[src/rtl/dram_fill_check_if.sv]
// RAM-side bus between the fill/check sequencer and a RAM32X1D-style
// dual-port distributed RAM: write port (A/D/WE) plus read port (DPRA/DPO).
interface dram_fill_check_if #(
   parameter int ADDR_W = 5
);
   logic [ADDR_W-1:0] ram_a;
   logic              ram_d;
   logic              ram_we;
   logic [ADDR_W-1:0] ram_dpra;
   logic              ram_dpo;

   modport master (
      output ram_a,
      output ram_d,
      output ram_we,
      output ram_dpra,
      input  ram_dpo
   );

   modport slave (
      input  ram_a,
      input  ram_d,
      input  ram_we,
      input  ram_dpra,
      output ram_dpo
   );
endinterface

[src/rtl/dram_fill_check.sv]
// Fills every cell of an external dual-port distributed RAM with a selected
// pattern, sweeps the read port comparing DPO, and reports pass/error count.
module dram_fill_check #(
   parameter int ADDR_W = 5,
   parameter int CNT_W  = 6
) (
   input  logic                  clk,
   input  logic                  rst_n,
   input  logic                  start,
   input  logic [1:0]            pattern_sel,
   dram_fill_check_if.master     bus,
   output logic                  busy,
   output logic                  done,
   output logic                  pass,
   output logic [CNT_W-1:0]      err_count
);

   typedef enum logic [1:0] {
      IDLE,
      WRITE,
      READ,
      DONE
   } state_t;

   state_t            state;
   state_t            state_next;
   logic [1:0]        sel_q;
   logic              start_run;
   logic [ADDR_W-1:0] a_inc;
   logic              exp_bit;
   logic              mismatch;
   logic [CNT_W-1:0]  err_next;

   // Expected cell value as a function of the pattern selector and address.
   function automatic logic pat(input logic [1:0] sel, input logic [ADDR_W-1:0] addr);
      logic bit_v;
      case (sel)
         2'd0:    bit_v = 1'b0;
         2'd1:    bit_v = 1'b1;
         2'd2:    bit_v = addr[0];
         default: bit_v = ~addr[0];
      endcase
      return bit_v;
   endfunction

   always_ff @(posedge clk or negedge rst_n) begin
      if (!rst_n) begin
         state <= IDLE;
      end else begin
         state <= state_next;
      end
   end

   // Next-state logic plus the per-cycle compare; ram_dpra is registered,
   // so pat(ram_dpra) is already aligned with the DPO it addresses.
   always_comb begin
      state_next = state;
      start_run  = 1'b0;
      a_inc      = bus.ram_a + 1'b1;
      exp_bit    = pat(sel_q, bus.ram_dpra);
      mismatch   = (bus.ram_dpo != exp_bit);
      err_next   = err_count + CNT_W'(mismatch);
      case (state)
         IDLE, DONE: begin
            if (start) begin
               start_run  = 1'b1;
               state_next = WRITE;
            end
         end
         WRITE: begin
            if (bus.ram_a == '1) begin
               state_next = READ;
            end
         end
         READ: begin
            if (bus.ram_dpra == '1) begin
               state_next = DONE;
            end
         end
         default: state_next = IDLE;
      endcase
   end

   // Registered outputs; the RAM captures (ram_a, ram_d) on each edge where
   // ram_we is high, so the last write lands on the edge that leaves WRITE.
   always_ff @(posedge clk or negedge rst_n) begin
      if (!rst_n) begin
         sel_q        <= 2'd0;
         bus.ram_a    <= '0;
         bus.ram_d    <= 1'b0;
         bus.ram_we   <= 1'b0;
         bus.ram_dpra <= '0;
         busy         <= 1'b0;
         done         <= 1'b0;
         pass         <= 1'b0;
         err_count    <= '0;
      end else begin
         case (state)
            IDLE, DONE: begin
               if (start_run) begin
                  sel_q        <= pattern_sel;
                  bus.ram_a    <= '0;
                  bus.ram_d    <= pat(pattern_sel, '0);
                  bus.ram_we   <= 1'b1;
                  bus.ram_dpra <= '0;
                  busy         <= 1'b1;
                  done         <= 1'b0;
                  pass         <= 1'b0;
                  err_count    <= '0;
               end
            end
            WRITE: begin
               if (bus.ram_a == '1) begin
                  bus.ram_we   <= 1'b0;
                  bus.ram_a    <= '0;
                  bus.ram_d    <= 1'b0;
                  bus.ram_dpra <= '0;
               end else begin
                  bus.ram_a <= a_inc;
                  bus.ram_d <= pat(sel_q, a_inc);
               end
            end
            READ: begin
               err_count    <= err_next;
               bus.ram_dpra <= bus.ram_dpra + 1'b1;
               if (bus.ram_dpra == '1) begin
                  busy <= 1'b0;
                  done <= 1'b1;
                  pass <= (err_next == '0);
               end
            end
            default: ;
         endcase
      end
   end

endmodule

[src/flat_wrapper.sv]
// flat-port wrapper written by rule: the top's interface ports become plain ports
module dram_fill_check_flat 
#(
   parameter int ADDR_W = 5,
   parameter int CNT_W  = 6
)
  (clk, rst_n, start, pattern_sel, busy, done, pass, err_count, bus_ram_a, bus_ram_d, bus_ram_we, bus_ram_dpra, bus_ram_dpo);
  dram_fill_check_if #(.ADDR_W(ADDR_W)) bus_i ();
  input  logic clk;
  input  logic rst_n;
  input  logic start;
  input  logic [1:0] pattern_sel;
  output logic busy;
  output logic done;
  output logic pass;
  output logic [CNT_W-1:0] err_count;
  output wire logic [$bits(bus_i.ram_a)-1:0] bus_ram_a;
  output wire logic [$bits(bus_i.ram_d)-1:0] bus_ram_d;
  output wire logic [$bits(bus_i.ram_we)-1:0] bus_ram_we;
  output wire logic [$bits(bus_i.ram_dpra)-1:0] bus_ram_dpra;
  input wire logic [$bits(bus_i.ram_dpo)-1:0] bus_ram_dpo;
  assign bus_ram_a = bus_i.ram_a;
  assign bus_ram_d = bus_i.ram_d;
  assign bus_ram_we = bus_i.ram_we;
  assign bus_ram_dpra = bus_i.ram_dpra;
  assign bus_i.ram_dpo = bus_ram_dpo;
  dram_fill_check #(.ADDR_W(ADDR_W), .CNT_W(CNT_W)) u_core (.clk(clk), .rst_n(rst_n), .start(start), .pattern_sel(pattern_sel), .bus(bus_i), .busy(busy), .done(done), .pass(pass), .err_count(err_count));
endmodule
[config.mk]
export PLATFORM = sky130hd
export DESIGN_NAME = dram_fill_check_flat
export DESIGN_NICKNAME = d
export VERILOG_FILES = /design/src/rtl/dram_fill_check_if.sv /design/src/rtl/dram_fill_check.sv /design/src/flat_wrapper.sv
export SDC_FILE = /design/constraint.sdc
export NUM_CORES = 1
export LEC_CHECK = 0
export BUFFER_PORTS_ARGS = -buffer_cell sky130_fd_sc_hd__buf_2
export CORE_MARGIN = 1
export CORE_UTILIZATION = 48
export DETAILED_ROUTE_END_ITERATION = 8
export GPL_ROUTABILITY_DRIVEN = 0
export HOLD_SLACK_MARGIN = 0.05
export PLACE_DENSITY = 0.77
export SLEW_MARGIN = 30
export SYNTH_ARGS = -nofsm -noshare
export SYNTH_HDL_FRONTEND = slang
export SYNTH_SLANG_ARGS = --single-unit
[constraint.sdc]
create_clock -name clk -period 2.2 [get_ports clk]
set_input_delay 0.44 -clock clk [delete_from_list [all_inputs] [get_ports clk]]
set_output_delay 0.44 -clock clk [all_outputs]
set_load 0.005 [all_outputs]
# Word-level counts from Yosys, hierarchy flattened
# Cells that the tools add are included.
# word_totals
word_cells	72
register_bits	25
inputBits	6
out_inout_bits	21
# op_classes
muxes	29
reduce_logical	15
n_eq_ne	13
add_sub_neg	3
n_bitwise	2
# op_table
cell	count
$mux 5	3
$pmux 5 s3	1
$pmux 6 s2	1
$mux 1	11
$add 5x1->5 const B	2
$eq 5x5->1 const B	2
$pmux 1 s2	5
$pmux 5 s2	1
$reduce_and 3->1	3
$eq 2x2->1 const B	4
$reduce_and 2->1	4
$add 6x1->6	1
$logic_not 2->1	3
$logic_not 6->1	1
$mux 2	3
$mux 6	1
$ne 2x1->1 const B	3
$pmux 1 s3	2
$pmux 2 s3	1
$eq 2x1->1 const B	2
$reduce_bool 2->1	2
$reduce_or 2->1	2
$ne 2x2->1 const B	1
$not 1->1	2
$ne 1x1->1	1

# Longest topological paths before layout
# Gate-level depths: netlist of the first run.
# logic_depth
word_depth	7
mapped_depth	8
mapped_depth_nobuf	8

# Worst setup path before layout of the first run
# Ideal clock, no wire load.
# synth_path
path_kind	input-to-reg
start	in bus_ram_dpo
end	reg u_core.pass
slack_ps	85
path_buffers	0
setup_time_ps	104
path_stages	7
t_arrival_ps	2012
required_time_ps	2096
cell_sequence	xor2_1 > xnor2_1 > ha_1 > ha_1 > xor2_1 > or4b_1 > o41ai_2
# synth_via
elab_chain_cells	5
# synth_lines
item	line_no	text
start: declaration	flat_wrapper.sv:21	input wire logic [$bits(bus_i.ram_dpo)-1:0] bus_ram_dpo;
$ne 1x1->1	dram_fill_check.sv:61	mismatch = (bus.ram_dpo != exp_bit);
$add 6x1->6	dram_fill_check.sv:62	err_next = err_count + CNT_W'(mismatch);
$logic_not 6->1	dram_fill_check.sv:129	pass <= (err_next == '0);
$mux 1	dram_fill_check.sv:126	if (bus.ram_dpra == '1) begin
$pmux 1 s2	dram_fill_check.sv:98	case (state)
end signal: assignment	dram_fill_check.sv:129	
end: declaration	dram_fill_check.sv:14	output logic pass,
# Every way passes these cells. The select of a mux whose other input is x is not followed.
# A chain may end at the register's enable or synchronous reset.

# Final worst setup path of the first run
# layout_path
start	reg u_core.sel_q[0]
end	reg u_core.pass
# layout_via
elab_chain_cells	7
word_cells_on_any_way	9
cone_classes	add/sub: 1; eq/ne: 3; mux: 3; reduce/logical: 2
# layout_lines
item	line_no	text
start: declaration	dram_fill_check.sv:27	logic [1:0] sel_q;
start signal: assignment	dram_fill_check.sv:101	sel_q <= pattern_sel;
$eq 2x2->1, or another cell as far along	dram_fill_check.sv:37	case (sel)
$pmux 1 s3 (*)	dram_fill_check.sv:37	
$ne 1x1->1 (*)	dram_fill_check.sv:61	
$add 6x1->6 (*)	dram_fill_check.sv:62	
$logic_not 6->1 (*)	dram_fill_check.sv:129	
$mux 1 (*)	dram_fill_check.sv:126	
$pmux 1 s2 (*)	dram_fill_check.sv:98	
# Mark *: on every way between the ends. The rest lies on a longest branch, timed or not. The select of a mux whose other input is x is not followed.

==> impl_metrics.toml, run 1 <==
[status]
status = "finished clean"

[timing]
finClkSkew_ns = 0.00233
report.final.slew_viol_count = 0
period_needed_ns = 2.13
fin_ws_ns = 0.0719
setup-violations-final = 0
final_hold_viol_count = 0
finalSetupTns_ns = 0
slew_headroom = 0.631
tightest_slew_ns = 0.554
timing.hold.ws_ns = 0.0874
fin_crit_sh = 0.967
max_freq_ghz = 0.470

[global_routing]
overflow = 0
antenna_found_initial = 0
grt_pass1_wl_mm = 4.35
grtUsageTotal = 0.208
first_global_vias = 971
grt_max_degree = 26

[final_layout]
layout_commonest_cell = "buf_2"
layout_common_cells = "buf_2 (26), dfrtp_1 (25), nand2_1 (18)"
finalCoreUtilization = 0.613
antennaDiodeCount = 0
nets = 174
multi_input_area_um2 = 676
register_area_um2 = 626
syn_to_final_growth_pct = 18.1
fill_cells = 211
drive_above_1_share = 0.278
fin_area_um2 = 1560
fin_cells = 188

[logic_synthesis]
synth_area_um2 = 1320
seq_area_frac_synth = 0.474
syn_inst = 125
netlist-cell-type-count = 30
ys_warn_count = 0
synth_seq_cells = 25
synthFlopType = "dfrtp_1"
syn-num-nets = 140
avgSynthCellArea_um2 = 10.6
async_flop_share = 1.00
synth_edf_count = 0

[pwr]
power.leakage_nw = 0.794
pwr-share-clk = 0.122
seqPwrFrac = 0.369
p_comb_frac = 0.509
power_density_nw_per_um2 = 1110
intPower_mw = 1.00
p_sw_mw = 0.721
switching_share = 0.418
power_mw = 1.72
ir_drop_v = 0.000762

[clock_network]
cts_tree = "built"
root_buffer = "clkbuf_4"
numCtsBuffers = 3
clkTransAtPathRegs_ns = 0.14
htree_levels = 1
cts_sinks = 25
postCtsHoldBufs = 0
cts_max_path_buffers = 2
clk_latency_ns = 0.31

[critical_path]
worstPathArrival_ns = 2.35
cp.required_ns = 2.42
start_kind = "flop"
r2r_slack_ns = 0.07
endpoint_kind = "flop"
reg2regPathDepth = 7
crit_type = "flop to flop"
crit-reg2reg-launch = "u_core.sel_q[0]"
cp_max_fo = 2
r2r_end = "u_core.pass"

[place]
io_buffers = 26
dp_hpwl_mm = 1.87
place_area_um2 = 1510
dp.cells = 183
place_ws_ns = -0.104

[drt]
vias = 1064
wire_per_inst_um = 14.0
drtIter0Drc = 11
ant_nets = 0
firstDrtPassIters = 4
wl_mm = 2.63
via_per_inst = 5.66
post-route-drc-count = 0

[floorplanning]
std_cell_rows = 18
coreArea_um2 = 2540
die_h_um = 54.4
die_area_um2 = 2960
fp.dieW_um = 54.4
start_util = 0.519
io_pins = 27

[min_path]
min_path_type = "input port to async pin"

[flow_run]
max_cap_violations = 0
[how the worst max path moves through the flow]
| stage | startpoint | to | slack, ns |
|---|---|---|---|
| after floorplan | bus_ram_dpo | u_core.pass | 0.08 |
| after global placement | bus_ram_dpo | u_core.pass | -0.03 |
| after detailed placement | bus_ram_dpo | u_core.pass | -0.10 |
| after CTS | u_core.sel_q[0] | u_core.pass | 0.01 |
| after global routing | u_core.sel_q[0] | u_core.pass | -0.01 |
| final | u_core.sel_q[0] | u_core.pass | 0.07 |
[layout make-up]
cell class              instances  share of cell area
well taps                      30              0.0241
multi-input cells              93               0.433
clock buffers                   4              0.0169
flip-flops and latches         25               0.401
repair buffers                 33               0.117
inverters                       3             0.00722
[sequential cells by signal, summed over array words and instances, names as in the netlist]
signal	count
u_core.done	1
u_core.err_count	6
u_core.pass	1
u_core.bus.ram_dpra	5
u_core.sel_q	2
u_core.bus.ram_d	1
u_core.state	2
u_core.busy	1
u_core.bus.ram_we	1
u_core.bus.ram_a	5
[synthesized netlist by cell type, types with 2 or more instances]
master     n  area (um2)
a21oi_1    4        20.0
a22o_1     3        26.3
a32o_1     6        60.1
and3_1     2        12.5
clkbuf_1   3        11.3
dfrtp_1   25         626
ha_1       9         113
inv_1      3        11.3
mux2_2     3        33.8
mux2i_1    3        30.0
nand2_1   18        67.6
nand2b_1   2        12.5
nand3_1    6        30.0
nor2_1     4        15.0
nor2b_1    2        12.5
o21ai_0   13        65.1
xnor2_1    2        17.5
xor2_1     5        43.8
[layer usage]
layer,GRT usage,up-vias,share of wire
met5,0,-,0
met4,0.0769,0,0.0057
met3,0.0333,2,0.030
met2,0.366,19,0.50
met1,0.253,525,0.46
li1,-,518,-
[worst max-delay path, cell delays in order (launching register included)]
cell and delay, ns:
dfrtp_1 0.41, xor2_1 0.17, xnor2_1 0.14, ha_1 0.20, ha_1 0.21, xor2_1 0.15, or4b_4 0.53, o41ai_4 0.22
[timing repair]
action	in CTS	in global routing
endpoints found under the setup margin	1	1
pin swaps	0	1
buffers inserted	1	0
gates resized for setup	0	2
gates cloned	0	0
[power groups by stage]
stage / Combinational [mW] / Sequential (mW) / Clock (mW)
after floorplan: 0.590 / 0.650 / 0
after global routing: 0.995 / 0.650 / 0.233
final: 0.877 / 0.636 / 0.210
after global placement: 0.829 / 0.641 / 0
after CTS: 0.875 / 0.633 / 0.212
after detailed placement: 0.852 / 0.648 / 0
[logic make-up (layout without fill, tap and decap cells)]
group,after synthesis,count (layout),share of synthesized area
AOI/OAI and AO/OA,32,32,0.173
xor gates and xnor gates,7,7,0.0464
adders and majority gates,9,9,0.0853
buffers and inverters,7,40,0.0256
DFF,25,25,0.474
muxes,6,6,0.0483
and+or+nand+nor,39,39,0.148
(Power assumes the default switching activity.)
==> run 2, diff against run 1 <==
--- a/config.mk
+++ b/config.mk
@@ -12,6 +12,7 @@
 export GPL_ROUTABILITY_DRIVEN = 0
 export HOLD_SLACK_MARGIN = 0.05
 export PLACE_DENSITY = 0.77
+export RECOVER_POWER = 100
 export SLEW_MARGIN = 30
 export SYNTH_ARGS = -nofsm -noshare
 export SYNTH_HDL_FRONTEND = slang
==> run 2 against run 1 <==
Effect of this change: sequential power barely moved; sequential share of layout area rose by 0.79 points; combinational power fell by 4.4%; worst setup slack barely moved; hold slack improved by 0.25 ns; clock skew rose by 0.00063 ns; wire length rose by 0.38%; non-clock buffer count did not move; critical path type unchanged; largest power group unchanged.
==> impl_metrics.toml, run 2 (synthesis results as in run 1) <==
[status]
status = "finished clean"

[drt]
via_per_inst = 5.66
vias = 1065
wl_met1_mm = 1.24
wire_per_inst_um = 14.1
ant_nets = 0
post-route-drc-count = 0
met3WireLength_um = 90
wl_mm = 2.64
wl_met2_mm = 1.29
drtIter0Drc = 15
firstDrtPassIters = 4
top_layer_used = "met4"

[critical_path]
cp.required_ns = 2.43
crit_path_start = "u_core.sel_q[0]"
crit-reg2reg-launch = "u_core.sel_q[0]"
r2r_end = "u_core.pass"
start_kind = "flop"
cp_max_fo = 2
worstPathArrival_ns = 2.35
r2r_slack_ns = 0.07
setup.worst_path.end = "u_core.pass"
endpoint_kind = "flop"
reg2regPathDepth = 7
crit_type = "flop to flop"

[floorplanning]
io_pins = 27
coreArea_um2 = 2540
fp.dieW_um = 54.4
std_cell_rows = 18
die_area_um2 = 2960
start_util = 0.519
die_h_um = 54.4

[clock_network]
postCtsHoldBufs = 0
numCtsBuffers = 3
clk_latency_ns = 0.32
cts_max_path_buffers = 2
clkTransAtPathRegs_ns = 0.13
root_buffer = "clkbuf_4"
cts_sinks = 25
cts_tree = "built"
htree_levels = 1

[global_routing]
first_global_vias = 971
overflow = 0
grt_max_degree = 26
grtUsageTotal = 0.208
antenna_found_initial = 0
grt_pass1_wl_mm = 4.35

[final_layout]
fin_area_um2 = 1530
fill_cells = 224
drive_above_1_share = 0.184
finalCoreUtilization = 0.601
syn_to_final_growth_pct = 15.8
antennaDiodeCount = 0
largest_register_ff_count = 6
nets = 174
layout_common_cells = "dfrtp_1 (25), nand2_1 (18), buf_2 (16)"
largest_register = "u_core.err_count"
layout_commonest_cell = "dfrtp_1"
reg_top3 = "u_core.err_count x6, u_core.bus.ram_a x5, u_core.bus.ram_dpra x5"

[pwr]
seqPwrFrac = 0.377
power_density_nw_per_um2 = 1100
switching_share = 0.426
p_sw_mw = 0.717
intPower_mw = 0.967
ir_drop_v = 0.000749
power.leakage_nw = 0.737
pwr-share-clk = 0.125
p_comb_frac = 0.498

[place]
dp_hpwl_mm = 1.87
io_buffers = 26
place_area_um2 = 1510

[timing]
finClkSkew_ns = 0.00296
fin_crit_sh = 0.967
report.final.slew_viol_count = 0
setup-violations-final = 0
final_hold_viol_count = 0
tightest_slew_ns = 1.32
slew_headroom = 0.121
max_freq_ghz = 0.470
period_needed_ns = 2.13

[min_path]
min_path_type = "input port to flop"

[flow_run]
max_cap_violations = 0
[run 2: cell types whose count changed in the layout (fill, tap and decap cells not counted)]
cell / previous run / this run
clkbuf_1: 1 / 15
buf_2: 26 / 16
buf_4: 7 / 3
nand2b_1: 2 / 3
nand2b_2: 1 / 0
[run 2: metrics by stage]
stage	hold slack, ns	worst slack, ns	cells	setup TNS (ns)	total power [mW]
after floorplan	0.144	0.0848	125	0	1.24
after global placement	0.460	-0.0311	183	-0.0311	1.47
after detailed placement	0.464	-0.104	183	-0.104	1.50
after CTS	0.107	0.0125	188	0	1.72
after global routing	0.331	-0.00738	188	-0.00738	1.84
final	0.340	0.0717	188	0	1.68
[run 2: layer usage]
layer | vias up | track usage
met1 | 520 | 0.253
met2 | 23 | 0.366
met3 | 4 | 0.0333
met5 | - | 0
li1 | 518 | -
met4 | 0 | 0.0769
[run 2: power groups by stage]
stage | clock network [mW] | logic [mW] | registers [mW]
2_1_floorplan | 0 | 0.590 | 0.650
3_3_place_gp | 0 | 0.829 | 0.641
3_5_place_dp | 0 | 0.852 | 0.648
4_1_cts | 0.212 | 0.875 | 0.633
5_1_grt | 0.233 | 0.954 | 0.650
6_report | 0.210 | 0.838 | 0.635
[run 2: worst min-delay path by stage]
| stage | startpoint | end | slack, ns | depth (start not counted) |
|---|---|---|---|---|
| detailed placement | rst_n | u_core.err_count[2] | 0.46 | 1 |
| finish | pattern_sel[1] | u_core.sel_q[1] | 0.34 | 2 |
| CTS | rst_n | u_core.err_count[2] | 0.11 | 1 |
| global placement | rst_n | u_core.err_count[2] | 0.46 | 1 |
| floorplan | rst_n | u_core.bus.ram_a[0] | 0.14 | 0 |
| global route | pattern_sel[1] | u_core.sel_q[1] | 0.33 | 2 |
[run 2: layout make-up]
type	instances	area, um2	area share
tap	30	37.5	0.0245
inverter	3	11.3	0.00736
multi-input combinational	93	673	0.440
clock buffer	4	26.3	0.0172
timing repair buffer	33	155	0.101
sequential	25	626	0.409
[run 2: critical path, stage by stage (launching register included)]
cell and delay, ns:
dfrtp_1 0.41, xor2_1 0.17, xnor2_1 0.14, ha_1 0.20, ha_1 0.21, xor2_1 0.15
or4b_4 0.53, o41ai_4 0.22
[run 2: timing repair]
action / CTS / global route
resized for setup: 0 / 2
setup endpoints to repair: 1 / 1
buffers inserted: 1 / 0
pin swaps: 0 / 1
==> run 3, diff against run 2 <==
--- a/config.mk
+++ b/config.mk
@@ -7,11 +7,11 @@
 export LEC_CHECK = 0
 export BUFFER_PORTS_ARGS = -buffer_cell sky130_fd_sc_hd__buf_2
 export CORE_MARGIN = 1
-export CORE_UTILIZATION = 48
+export CORE_UTILIZATION = 25
 export DETAILED_ROUTE_END_ITERATION = 8
 export GPL_ROUTABILITY_DRIVEN = 0
 export HOLD_SLACK_MARGIN = 0.05
-export PLACE_DENSITY = 0.77
+export PLACE_DENSITY = 0.47
 export RECOVER_POWER = 100
 export SLEW_MARGIN = 30
 export SYNTH_ARGS = -nofsm -noshare
==> run 3 against run 2 <==
Effect of this change: combinational power up 4.3%; hold slack better by 0.060 ns; sequential cell count did not move; register-to-register slack about the same; sequential share of layout area is 2.0 points lower; wire length increased by 19%; worst setup slack worse by 0.0037 ns; global-route usage decreased by 8.4 points; clock-buffer cell count did not move; utilization fell by 29 points; largest power group unchanged; sequential power up 0.8%; first-iteration DRC count rose to 3.7 times the previous value; largest cell class unchanged.
==> impl_metrics.toml, run 3 (synthesis results as in run 1) <==
[final_layout]
layout_common_cells = "dfrtp_1 (25), nand2_1 (18), clkbuf_1 (18)"
largest_register_ff_count = 6
syn_to_final_growth_pct = 21.8
nets = 177
largest_register = "u_core.err_count"
drive_above_1_share = 0.186
layout_commonest_cell = "dfrtp_1"
antennaDiodeCount = 0
reg_top3 = "u_core.err_count x6, u_core.bus.ram_a x5, u_core.bus.ram_dpra x5"
fin_area_um2 = 1610

[flow_run]
max_cap_violations = 0

[clock_network]
root_buffer = "clkbuf_8"
htree_levels = 1
numCtsBuffers = 3
clk_latency_ns = 0.27
clkTransAtPathRegs_ns = 0.09
cts_sinks = 25
cts_max_path_buffers = 2
cts_tree = "built"

[floorplanning]
die_h_um = 74.7
fp.dieW_um = 74.7
std_cell_rows = 26
start_util = 0.258
die_area_um2 = 5570
coreArea_um2 = 5110
io_pins = 27

[min_path]
min_path_type = "input port to flop"

[global_routing]
grtUsageTotal = 0.124
overflow = 0
grt_max_degree = 26
antenna_found_initial = 0
grt_pass1_wl_mm = 5.15
first_global_vias = 1062

[timing]
period_needed_ns = 2.13
finClkSkew_ns = 0.00401
setup-violations-final = 0
slew_headroom = 0.0409
final_hold_viol_count = 0
finalSetupTns_ns = 0
tightest_slew_ns = 1.44
fin_crit_sh = 0.969
report.final.slew_viol_count = 0
max_freq_ghz = 0.469
timing.hold.ws_ns = 0.400

[critical_path]
crit_top_cell = "xor2_1"
slowest_stage = "or4b_4"
cp_cell_sequence = "xor2_1, xnor2_1, ha_1, ha_2, xor2_1, or4b_4, o41ai_2"
endpoint_kind = "flop"
worstPathArrival_ns = 2.32
start_kind = "flop"
max_stage_delay_ns = 0.51
cp_max_fo = 3
crit_type = "flop to flop"
cp.required_ns = 2.38

[pwr]
ir_drop_v = 0.000471
power_mw = 1.80
power_density_nw_per_um2 = 1120
power.leakage_nw = 0.742

[drt]
ant_nets = 0
wl_mm = 3.14
firstDrtPassIters = 5
wire_per_inst_um = 13.6
vias = 1081
via_per_inst = 4.68
post-route-drc-count = 0
drtIter0Drc = 56

[status]
status = "finished clean"

[place]
place_area_um2 = 1580
dp_hpwl_mm = 2.29
io_buffers = 26
run 3: cell count changes in the layout (fill, tap and decap cells not counted):
cell / previous run / this run
clkbuf_4: 3 / 0
clkbuf_2: 0 / 1
o41ai_2: 0 / 1
ha_2: 0 / 1
clkbuf_8: 0 / 3
ha_1: 9 / 8
buf_2: 16 / 12
o41ai_4: 1 / 0
clkbuf_1: 15 / 18
buf_4: 3 / 6
run 3: critical path: cells and delay by family (launching register included):
kind | cells | cell delay (ns)
adders and majority gates | 2 | 0.40
and+or+nand+nor | 1 | 0.51
xor gates and xnor gates | 3 | 0.46
AOI/OAI and AO/OA | 1 | 0.26
DFF | 1 | 0.42
run 3: layout make-up:
| type | instances | area, um2 |
|---|---|---|
| fill | 547 | 3500 |
| multi-input combinational | 93 | 664 |
| sequential | 25 | 626 |
| timing repair buffer | 36 | 174 |
| tap | 70 | 87.6 |
| clock buffer | 4 | 45.0 |
| inverter | 3 | 11.3 |
run 3: path summary, 6_finish.rpt:
check | from | endpoint | slack [ns] | cells after the start
worst max-delay path | u_core.sel_q[0] | u_core.pass | 0.07 | 7
worst min-delay path | pattern_sel[1] | u_core.sel_q[1] | 0.40 | 2
worst max register to register | u_core.sel_q[0] | u_core.pass | 0.07 | 7
worst min register to register | u_core.bus.ram_dpra[4] | u_core.bus.ram_dpra[4] | 0.53 | 2
max in group asynchronous | rst_n | u_core.bus.ram_a[3] | 0.87 | 1
min in group asynchronous | rst_n | u_core.err_count[3] | 0.48 | 1
run 3: through the flow:
stage                      util  std cells  setup slack (ns)
final                     0.315        231            0.0680
after global routing      0.315        231          -0.00578
after CTS                 0.319        230           0.00611
after detailed placement  0.310        226           -0.0936
after global placement    0.310        226           -0.0490
after floorplan               -        125            0.0848
run 3: what timing repair did:
item	CTS	global route
hold buffers	0	0
buffers inserted	0	1
endpoints found under the setup margin	0	1
resized for setup	0	2
run 3: routing by layer:
metal / global-route usage / wire [um] / share of wire / up-vias
met1: 0.161 / 1540 / 0.49 / 526
met5: 0 / 0 / 0 / -
li1: - / - / - / 523
met3: 0.0415 / 194 / 0.062 / 4
met2: 0.196 / 1380 / 0.44 / 28
met4: 0.0377 / 31 / 0.0099 / 0
run 3: power breakdown:
part	switching, mW	internal, mW
Combinational	0.517	0.356
Sequential	0.0788	0.562
Clock	0.155	0.130
